[config.mk]
export PLATFORM = sky130hd
export DESIGN_NAME = pwm_duty_sequencer
export DESIGN_NICKNAME = d
export VERILOG_FILES = /design/src/rtl/pwm_duty_sequencer.sv
export SDC_FILE = /design/constraint.sdc
export NUM_CORES = 1
export LEC_CHECK = 0
export CORE_UTILIZATION = 50
export DETAILED_ROUTE_END_ITERATION = 7
export PLACE_DENSITY = 0.74
export SETUP_SLACK_MARGIN = 0.1
export SYNTH_ARGS = -nofsm -noshare
export SYNTH_HDL_FRONTEND = slang
export SYNTH_SLANG_ARGS = --single-unit
export TNS_END_PERCENT = 30
[constraint.sdc]
create_clock -name clk -period 2.8 [get_ports clk]
set_clock_uncertainty 0.2 [all_clocks]
set_input_delay 0.56 -clock clk [delete_from_list [all_inputs] [get_ports clk]]
set_output_delay 0.56 -clock clk [all_outputs]
set_load 0.1 [all_outputs]
[src/rtl/pwm_duty_sequencer.sv]
// pwm_duty_sequencer: steps a 4-bit PWM duty value one LSB every STEP_CYCLES
// clocks toward an accepted target, with an emergency stop that forces duty 0.
// Optional feature macro: PWM_SEQ_BREATHE_EN adds the breathe_en input and a
// continuous 0..15..0 triangle sweep state.
module pwm_duty_sequencer #(
  parameter int STEP_CYCLES = 80000
) (
  input  logic       clk,
  input  logic       rst,
  input  logic [3:0] tgt_duty,
  input  logic       tgt_valid,
  output logic       tgt_ready,
  input  logic       stop,
`ifdef PWM_SEQ_BREATHE_EN
  input  logic       breathe_en,
`endif
  output logic [3:0] duty,
  output logic       busy,
  output logic       done
);

  localparam int             CW   = (STEP_CYCLES > 1) ? $clog2(STEP_CYCLES) : 1;
  localparam logic [CW-1:0]  LAST = CW'(STEP_CYCLES - 1);

  typedef enum logic [1:0] {
    IDLE    = 2'd0,
    RAMP    = 2'd1
`ifdef PWM_SEQ_BREATHE_EN
    ,BREATHE = 2'd2
`endif
  } state_t;

  state_t        state, state_n;
  logic [3:0]    duty_n, target, target_n, step;
  logic [CW-1:0] cnt, cnt_n;
  logic          done_n, wrap;
`ifdef PWM_SEQ_BREATHE_EN
  logic          dir, dir_n;   // 1 = sweeping up
`endif

  assign wrap      = (cnt == LAST);
  assign tgt_ready = (state == IDLE) && !stop;
  assign busy      = (state != IDLE);
  // One LSB toward the target; the ramp only ever moves toward an in-range
  // target, so duty cannot leave 0..15.
  assign step      = (duty > target) ? duty - 4'd1 : duty + 4'd1;

  // Register all sequencer state; reset wins asynchronously.
  always_ff @(posedge clk or posedge rst) begin
    if (rst) begin
      state  <= IDLE;
      duty   <= 4'd0;
      cnt    <= '0;
      target <= 4'd0;
      done   <= 1'b0;
`ifdef PWM_SEQ_BREATHE_EN
      dir    <= 1'b1;
`endif
    end else begin
      state  <= state_n;
      duty   <= duty_n;
      cnt    <= cnt_n;
      target <= target_n;
      done   <= done_n;
`ifdef PWM_SEQ_BREATHE_EN
      dir    <= dir_n;
`endif
    end
  end

  // Next-state logic: stop overrides everything, then per-state behaviour.
  always_comb begin
    state_n  = state;
    duty_n   = duty;
    cnt_n    = cnt;
    target_n = target;
    done_n   = 1'b0;
`ifdef PWM_SEQ_BREATHE_EN
    dir_n    = dir;
`endif
    if (stop) begin
      state_n  = IDLE;
      duty_n   = 4'd0;
      cnt_n    = '0;
      target_n = 4'd0;
    end else begin
      case (state)
        IDLE: begin
          if (tgt_valid) begin
            target_n = tgt_duty;
            cnt_n    = '0;
            if (tgt_duty == duty) done_n  = 1'b1;
            else                  state_n = RAMP;
          end
`ifdef PWM_SEQ_BREATHE_EN
          else if (breathe_en) begin
            state_n = BREATHE;
            cnt_n   = '0;
            dir_n   = (duty != 4'd15);
          end
`endif
        end
        RAMP: begin
          cnt_n = wrap ? '0 : cnt + CW'(1);
          if (wrap) begin
            duty_n = step;
            if (step == target) begin
              state_n = IDLE;
              done_n  = 1'b1;
            end
          end
        end
`ifdef PWM_SEQ_BREATHE_EN
        BREATHE: begin
          if (!breathe_en) begin
            state_n = IDLE;
            cnt_n   = '0;
          end else begin
            cnt_n = wrap ? '0 : cnt + CW'(1);
            if (wrap) begin
              // Reverse on the step that lands on an end point.
              if (dir) begin
                duty_n = duty + 4'd1;
                if (duty == 4'd14) dir_n = 1'b0;
              end else begin
                duty_n = duty - 4'd1;
                if (duty == 4'd1) dir_n = 1'b1;
              end
            end
          end
        end
`endif
        default: state_n = IDLE;
      endcase
    end
  end

endmodule

==> load_flow_metrics.sql, run 1 <==
INSERT INTO impl_metrics (metric_group, metric, value, unit) VALUES
('outcome', 'run_status', 'finished, violations left', ''),
('outcome', 'violated_checks', 'negative setup slack', ''),
('global_route', 'maximum_number_of_pins_on_one_net_before_global_route_repair', '28', ''),
('power_and_ir_drop', 'share_seq_of_total_power', '52.2', '%'),
('setup_path', 'worstSetupEndpoint', 'state[0]$_DFFE_PP0P_', ''),
('setup_path', 'crit_path_cell_trace', 'ha_4 -> nor2b_4 -> o211ai_2 -> a21oi_4 -> buf_4 -> fa_1 -> xor2_2 -> xnor2_1 -> nor3_1 -> and3_1 -> o41ai_2', ''),
('global_route', 'grt_util_all_layers', '23.6', '%'),
('synth', 'synth_simple_gate_area_share', '21.3', '%'),
('detailed_routing', 'drcViolationCount', '0', ''),
('detailed_routing', 'top_signal_layer_used', 'met4', ''),
('synth', 'synth.distinct_cells', '36', ''),
('power_and_ir_drop', 'total_switching_power', '0.000251', 'W'),
('global_route', 'antenna_violations_before_repair', '0', ''),
('cells_and_area', 'insertedDiodeCount', '0', ''),
('cells_and_area', 'drive_above_1_share', '21.6', '%'),
('synth', 'combinational_family_with_the_most_area_after_synthesis', 'simple AND/OR/NAND/NOR gates', ''),
('setup_path', 'cp-startpoint', 'duty[1]$_DFFE_PP0P_', ''),
('setup_path', 'cp_arrival', '2.89', 'ns'),
('synth', 'edff_count_synth', '0', ''),
('clock_tree', 'ctsHtreeMaxLevel', '1', ''),
('power_and_ir_drop', 'power_per_cell_area', '390', 'nW/um^2'),
('synth', 'synth_compound_gate_area_share', '16.4', '%'),
('synth', 'most_common_cell_in_the_synthesized_netlist', 'dfrtp_1', ''),
('global_route', 'global_route.overflow_total', '0', ''),
('timing', 'period_needed', '2.89', 'ns'),
('power_and_ir_drop', 'leakagePower', '0.900', 'nW'),
('power_and_ir_drop', 'sw_share', '31.8', '%'),
('setup_path', 'r2r_end', 'state[0]$_DFFE_PP0P_', ''),
('detailed_routing', 'wl_met1', '1.81', 'mm'),
('cells_and_area', 'area_delta_synth_final', '21.7', '%'),
('detailed_routing', 'vias_per_cell', '5.69', ''),
('setup_path', 'crit_path_top_delay_cell', 'dfrtp_4', ''),
('run', 'timing.max_cap.violations', '0', ''),
('timing', 'finalWorstSetupSlack', '-0.0921', 'ns'),
('cells_and_area', 'finalNetCount', '221', ''),
('detailed_routing', 'postRouteWirelength', '3.77', 'mm'),
('timing', 'timing.final.max_slew_violations', '0', ''),
('setup_path', 'startpoint_type_of_the_worst_setup_path', 'flop', ''),
('synth', 'dominantRegCellSynth', 'dfrtp_1', ''),
('clock_tree', 'cts_max_path_buffers', '2', ''),
('clock_tree', 'cts.clk_slew.worst_paths', '0.16', 'ns'),
('setup_path', 'worst_reg_to_reg_setup_slack', '-0.09', 'ns'),
('synth', 'synth_fa_ha_area_share', '6.49', '%'),
('timing', 'relSlewSlack', '63.6', '%'),
('detailed_routing', 'met2RoutedLength', '1.81', 'mm'),
('die', 'ios', '15', ''),
('setup_path', 'worst_ep_required_time', '2.80', 'ns'),
('clock_tree', 'cts.root.buffer_cell', 'clkbuf_4', ''),
('timing', 'worst-slew-pin-transition', '0.544', 'ns'),
('synth', 'async_flop_share', '100', '%'),
('setup_path', 'critPathCaptureType', 'flop', ''),
('synth', 'synth_seq_cells', '27', ''),
('setup_path', 'critPathKind', 'reg2reg', ''),
('timing', 'final-setup-viol-count', '1', ''),
('synth', 'yosys-top-cells-area', 'dfrtp_1 (41%), o21ai_0 (5.4%), ha_1 (5.3%), nand2_1 (4.3%), xor2_1 (4.2%)', ''),
('synth', 'top_cell_types_by_occurrence_after_synthesis', 'dfrtp_1 (27), nand2_1 (19), o21ai_0 (18)', ''),
('clock_tree', 'tritoncts', 'built', ''),
('setup_path', 'r2r_cells', '11', ''),
('die', 'die_area', '3550', 'sq um'),
('synth', 'synthesis.area_per_instance', '9.07', 'sq um'),
('power_and_ir_drop', 'clock_power_share', '22.7', '%'),
('power_and_ir_drop', 'intPower', '0.000538', 'W'),
('synth', 'gate_count_of_the_mapped_netlist', '183', ''),
('synth', 'mappedNetlistNets', '199', ''),
('detailed_routing', 'route.antenna.remaining_nets', '0', ''),
('die', 'fp.coreArea', '3100', 'sq um'),
('power_and_ir_drop', 'comb_power_share', '25.1', '%'),
('detailed_routing', 'dr.first_iter.drc_count', '17', ''),
('power_and_ir_drop', 'vdd_drop_max', '0.289', 'mV'),
('timing', 'setup_repair_after_global_routing_missed_its_margin', 'true', ''),
('synth', 'yosys_warnings', '0', '');
==> metal layers <==
metal  track usage (%)  vias up
met1              32.0      700
li1                  -      684
met3              3.71        2
met2              39.0       25
met4              6.98        0
met5                 0        -
==> per-stage QoR <==
stage          instance area [sq um]  hold WS [ns]  total power [W]  util (%)  TNS (ns)
2_1_floorplan                   1730         0.237         0.000548         -    -0.222
5_1_grt                         2020         0.346         0.000824      65.1    -0.249
4_1_cts                         2000         0.291         0.000787      64.4   -0.0636
6_report                        2020         0.293         0.000788      65.1   -0.0921
3_5_place_dp                    1950         0.268         0.000604      62.8   -0.0986
3_3_place_gp                    1950         0.260         0.000596      62.8         0
==> critical path: cells and delay by family, from the launching register on <==
kind	cells	cell delay (ns)
AOI/OAI and AO/OA	3	0.34
buffers and inverters	1	0.14
xor gates and xnor gates	2	0.35
adders and majority gates	2	0.63
DFF	1	0.52
and+or+nand+nor	3	0.59
==> sequential cells by signal, indices dropped and copies added (netlist names) <==
name    cells
state       1
cnt        17
target      4
duty        4
done        1
==> layout by cell type, fill, tap and decap left out, drive strengths merged, types with 2 or more instances in the layout <==
| cell | instances |
|---|---|
| o31ai | 7 |
| o21ai | 18 |
| a31oi | 3 |
| nand3 | 9 |
| mux2i | 4 |
| nor3 | 5 |
| nand2b | 3 |
| and3 | 5 |
| nand4 | 3 |
| ha | 7 |
| xor2 | 8 |
| a21oi | 11 |
| xnor2 | 6 |
| nand2 | 19 |
| buf | 18 |
| and4 | 2 |
| clkbuf | 3 |
| inv | 8 |
| clkdlybuf4s50 | 7 |
| nor2b | 2 |
| dfrtp | 27 |
| nor2 | 17 |
==> logic make-up (layout without fill, tap and decap cells) <==
kind of cell	after synthesis	in the layout
AOI/OAI and AO/OA	43	43
xor gates and xnor gates	15	15
adders and majority gates	8	8
buffers and inverters	16	37
DFF	27	27
muxes	4	4
and+or+nand+nor	70	70
==> worst min-delay path by stage <==
stage	start	to	cells past startpoint
3_3_place_gp	cnt[13]$_DFFE_PP0P_	cnt[13]$_DFFE_PP0P_	1
2_1_floorplan	cnt[13]$_DFFE_PP0P_	cnt[13]$_DFFE_PP0P_	1
4_1_cts	cnt[13]$_DFFE_PP0P_	cnt[13]$_DFFE_PP0P_	1
3_5_place_dp	cnt[13]$_DFFE_PP0P_	cnt[13]$_DFFE_PP0P_	1
6_report	cnt[13]$_DFFE_PP0P_	cnt[13]$_DFFE_PP0P_	1
5_1_grt	cnt[13]$_DFFE_PP0P_	cnt[13]$_DFFE_PP0P_	1
==> what timing repair did <==
action                     CTS  global route
setup endpoints to repair    1             3
pin swaps                    2             1
gates resized for setup      2             2
buffers inserted             2             0
==> power groups by stage <==
stage                     sequential, W  clock (W)  combinational [W]
final                          0.000412   0.000179           0.000198
after global routing           0.000413   0.000197           0.000215
after CTS                      0.000412   0.000181           0.000194
after detailed placement       0.000419          0           0.000184
after global placement         0.000418          0           0.000178
after floorplan                0.000428          0           0.000120
==> area by class of cell <==
type	count	area (sq um)
well taps	44	55.1
multi-input cells	140	996
flip-flops and latches	27	691
repair buffers	25	218
inverters	8	32.5
fillers	282	1080
clock inverters	1	5.00
clock buffers	3	22.5
No activity file was read; power rests on OpenSTA's default activity.
==> inputs of run 2 (changes only) <==
--- a/config.mk
+++ b/config.mk
@@ -5,9 +5,10 @@
 export SDC_FILE = /design/constraint.sdc
 export NUM_CORES = 1
 export LEC_CHECK = 0
+export ABC_AREA = 1
 export CORE_UTILIZATION = 50
 export DETAILED_ROUTE_END_ITERATION = 7
-export PLACE_DENSITY = 0.74
+export PLACE_DENSITY = 0.73
 export SETUP_SLACK_MARGIN = 0.1
 export SYNTH_ARGS = -nofsm -noshare
 export SYNTH_HDL_FRONTEND = slang
==> load_flow_metrics.sql, run 2 <==
INSERT INTO impl_metrics (metric_group, metric, value, unit) VALUES
('cells_and_area', 'layout.cells.most_common_list', 'nand2_1 (31), inv_1 (28), dfrtp_1 (23)', ''),
('synth', 'gate_count_of_the_mapped_netlist', '212', ''),
('die', 'die_area', '3770', 'sq um'),
('setup_path', 'crit_path_top_delay_cell', 'dfrtp_4', ''),
('cells_and_area', 'largest_register_ffs', '17', ''),
('power_and_ir_drop', 'power_per_cell_area', '610', 'nW/um^2'),
('synth', 'yosys.area.top_type_share', '38.2', '%'),
('clock_tree', 'cts_max_path_buffers', '2', ''),
('clock_tree', 'cts-hold-fix-buffers', '0', ''),
('synth', 'ys_seq_area_share', '38.2', '%'),
('timing', 'finalWorstSetupSlack', '0.0743', 'ns'),
('detailed_routing', 'postRouteWirelength', '4.17', 'mm'),
('timing', 'report.final.hold_viol_count', '0', ''),
('cells_and_area', 'fin_cells', '289', ''),
('timing', 'relSlewSlack', '72.1', '%'),
('global_route', 'antenna_violations_before_repair', '0', ''),
('synth', 'synth.distinct_cells', '33', ''),
('detailed_routing', 'via_count', '1537', ''),
('detailed_routing', 'vias_per_cell', '5.32', ''),
('placed_design', 'portBuffers', '14', ''),
('die', 'number_of_core_rows', '21', ''),
('synth', 'yosysTopAreaCell', 'dfrtp_1', ''),
('clock_tree', 'ctsHtreeMaxLevel', '1', ''),
('synth', 'dominantRegCellSynth', 'dfrtp_1', ''),
('die', 'fp.coreArea', '3360', 'sq um'),
('cells_and_area', 'drive_above_1_share', '32.5', '%'),
('run', 'timing.max_cap.violations', '0', ''),
('setup_path', 'worst_path_most_repeated_cell', 'nand2_1', ''),
('setup_path', 'r2r_end', 'state[0]$_DFFE_PP0P_', ''),
('detailed_routing', 'dr.first_iter.drc_count', '67', ''),
('detailed_routing', 'route.antenna.remaining_nets', '0', ''),
('setup_path', 'critical_path_peak_fanout', '4', ''),
('setup_path', 'crit_path_cell_trace', 'inv_1 -> ha_1 -> nand3_2 -> inv_2 -> a21oi_4 -> ha_4 -> nand2_2 -> nand3_1 -> nand2_1 -> nand2_1 -> inv_1 -> nand2_1 -> nand2_2 -> nand2_2 -> nand3_2 -> nand2_1 -> a21oi_2', ''),
('setup_path', 'launching_point_of_the_worst_reg2reg_path', 'duty[0]$_DFFE_PP0P_', ''),
('setup_path', 'crit_path_max_incr_delay', '0.53', 'ns'),
('die', 'die-width', '61.4', 'microns'),
('cells_and_area', 'insertedDiodeCount', '0', ''),
('synth', 'synthesis.area_per_instance', '8.33', 'sq um'),
('setup_path', 'cp_arrival', '2.80', 'ns'),
('synth', 'mappedNetlistNets', '228', ''),
('cells_and_area', 'finalNetCount', '260', ''),
('power_and_ir_drop', 'totalPowerFinal', '0.00136', 'W'),
('die', 'die_height', '61.4', 'microns'),
('synth', 'async_flop_share', '100', '%'),
('timing', 'final-setup-viol-count', '0', ''),
('outcome', 'run_status', 'completed', ''),
('global_route', 'maximum_number_of_pins_on_one_net_before_global_route_repair', '15', ''),
('setup_path', 'worst_reg_to_reg_setup_slack', '0.07', 'ns'),
('cells_and_area', 'layout_commonest_cell', 'nand2_1', ''),
('synth', 'yosys-top-cells-area', 'dfrtp_1 (38%), nand2_1 (7.9%), inv_1 (6.6%), ha_1 (5.0%), nand3_1 (4.5%)', ''),
('clock_tree', 'cts.root.buffer_cell', 'clkbuf_4', ''),
('setup_path', 'cp_num_buf_inv', '3', ''),
('global_route', 'first_global_vias', '1202', ''),
('placed_design', 'dp_hpwl', '2.78', 'mm'),
('synth', 'edff_count_synth', '0', ''),
('timing', 'period_needed', '2.73', 'ns'),
('clock_tree', 'clkLatencyLatePin', '0.34', 'ns'),
('power_and_ir_drop', 'vdd_drop_max', '0.505', 'mV'),
('synth', 'most_common_cell_in_the_synthesized_netlist', 'nand2_1', ''),
('setup_path', 'worst_path_dominant_cell_family', 'simple AND/OR/NAND/NOR gates', ''),
('timing', 'timing.final.max_slew_violations', '0', ''),
('synth', 'synth_seq_cells', '27', ''),
('timing', 'worst-slew-pin-transition', '0.418', 'ns'),
('cells_and_area', 'reg.largest.list', 'cnt (17), duty (4), target (4)', ''),
('setup_path', 'r2r_cells', '17', ''),
('placed_design', 'post-place-ws', '0.153', 'ns'),
('setup_path', 'startpoint_type_of_the_worst_setup_path', 'flop', ''),
('die', 'ios', '15', ''),
('synth', 'syn-cell-area', '1770', 'sq um'),
('timing', 'timing.fmax', '367', 'MHz'),
('global_route', 'grt_util_all_layers', '21.0', '%'),
('global_route', 'grt_pass1_wl', '5.64', 'mm'),
('cells_and_area', 'area_delta_synth_final', '26.0', '%'),
('hold_path', 'worst_hold_path_type', 'in2async', ''),
('timing', 'layout_worst_path_cycle_share', '97.3', '%'),
('global_route', 'global_route.overflow_total', '0', ''),
('synth', 'yosys_warnings', '0', ''),
('clock_tree', 'cts.sink_count', '27', ''),
('setup_path', 'worst_ep_required_time', '2.88', 'ns'),
('detailed_routing', 'drt_first_pass_iters', '4', ''),
('synth', 'top_cell_types_by_occurrence_after_synthesis', 'nand2_1 (37), inv_1 (31), dfrtp_1 (27)', ''),
('detailed_routing', 'drcViolationCount', '0', ''),
('power_and_ir_drop', 'leakagePower', '0.991', 'nW'),
('detailed_routing', 'wl_per_cell', '14.4', 'microns'),
('clock_tree', 'tritoncts', 'built', ''),
('placed_design', 'placed_cells_incl_taps', '275', ''),
('cells_and_area', 'top_register', 'cnt', ''),
('die', 'initial_utilization', '52.5', '%'),
('placed_design', 'routabilityCongestion', '0.860', ''),
('setup_path', 'critPathCaptureType', 'flop', ''),
('setup_path', 'critPathKind', 'reg2reg', ''),
('clock_tree', 'cts.clk_slew.worst_paths', '0.16', 'ns'),
('timing', 'setup_repair_after_global_routing_missed_its_margin', 'true', ''),
('clock_tree', 'number_of_buffers_added_by_the_clock_tree_synthesis_step', '3', '');
==> run 2: cell count changes after synthesis, sizes merged, moves of 5 or more <==
cell	before	now
a21oi	11	5
nand3	9	17
nand2	19	44
clkbuf	5	0
inv	8	35
o22ai	0	11
o31ai	7	1
and3	5	0
==> run 2: worst max path at each step <==
| stage | endpoint | start | depth (start not counted) |
|---|---|---|---|
| floorplan | state[0]$_DFFE_PP0P_ | duty[0]$_DFFE_PP0P_ | 12 |
| global placement | done$_DFF_PP0_ | duty[1]$_DFFE_PP0P_ | 11 |
| detailed placement | state[0]$_DFFE_PP0P_ | duty[1]$_DFFE_PP0P_ | 17 |
| CTS | state[0]$_DFFE_PP0P_ | duty[1]$_DFFE_PP0P_ | 17 |
| global route | state[0]$_DFFE_PP0P_ | duty[0]$_DFFE_PP0P_ | 12 |
| finish | state[0]$_DFFE_PP0P_ | duty[0]$_DFFE_PP0P_ | 17 |
==> run 2: routing by layer <==
| metal | GRT usage [%] | wire length (microns) |
|---|---|---|
| met1 | 31.2 | 1970 |
| met2 | 29.7 | 1910 |
| met3 | 3.36 | 149 |
| met4 | 9.52 | 138 |
| met5 | 0 | 0 |
==> run 2: power by group <==
| part | switching [W] | total [W] | internal [W] | leakage [nW] |
|---|---|---|---|---|
| sequential | 0.0000361 | 0.000459 | 0.000423 | 0.364 |
| clock | 0.000125 | 0.000181 | 0.0000561 | 0.0150 |
| combinational | 0.000459 | 0.000717 | 0.000258 | 0.613 |
==> run 2: final cells by class <==
| cell class | instances | area, sq um |
|---|---|---|
| Fill cell | 281 | 1140 |
| Multi-Input combinational cell | 149 | 1080 |
| Sequential cell | 27 | 691 |
| Timing Repair Buffer | 28 | 240 |
| Inverter | 35 | 131 |
| Tap cell | 46 | 57.6 |
| Clock buffer | 4 | 26.3 |
==> run 2: what timing repair did <==
item                                    4_1_cts  5_1_grt
buffers inserted                              0       10
gates resized for setup                       0       23
endpoints found under the setup margin        0        3
==> run 2: kinds of logic after synthesis <==
family	count (synthesis)	synth area share (%)
fa+ha+maj	8	6.09
compound gates	33	11.5
buf+inv	36	7.72
xor+xnor	11	5.45
flops	27	38.2
simple gates	97	31.0
==> run 2: worst reg2reg max path, cell delays in order, from the launching register on <==
cell	delay (ns)
dfrtp_4	0.53
inv_1	0.11
ha_1	0.27
nand3_2	0.10
inv_2	0.05
a21oi_4	0.23
ha_4	0.27
nand2_2	0.07
nand3_1	0.08
nand2_1	0.06
nand2_1	0.08
inv_1	0.07
nand2_1	0.09
nand2_2	0.11
nand2_2	0.06
nand3_2	0.10
nand2_1	0.07
a21oi_2	0.12
==> run 2: metrics by stage <==
step | setup TNS, ns | hold WS (ns) | cell area, sq um | util [%]
6_report | 0 | 0.282 | 2230 | 66.2
5_1_grt | -0.00897 | 0.321 | 2230 | 66.2
2_1_floorplan | 0 | 0.286 | 1790 | -
4_1_cts | 0 | 0.297 | 2030 | 60.3
3_5_place_dp | 0 | 0.324 | 2000 | 59.6
3_3_place_gp | 0 | 0.310 | 2000 | 59.6
==> inputs of run 3 (changes only) <==
--- a/config.mk
+++ b/config.mk
@@ -10,6 +10,7 @@
 export DETAILED_ROUTE_END_ITERATION = 7
 export PLACE_DENSITY = 0.73
 export SETUP_SLACK_MARGIN = 0.1
+export SKIP_LAST_GASP = 1
 export SYNTH_ARGS = -nofsm -noshare
 export SYNTH_HDL_FRONTEND = slang
 export SYNTH_SLANG_ARGS = --single-unit
==> results of run 3 <==
Final layout, timing and power as in run 2 (identical DEF).
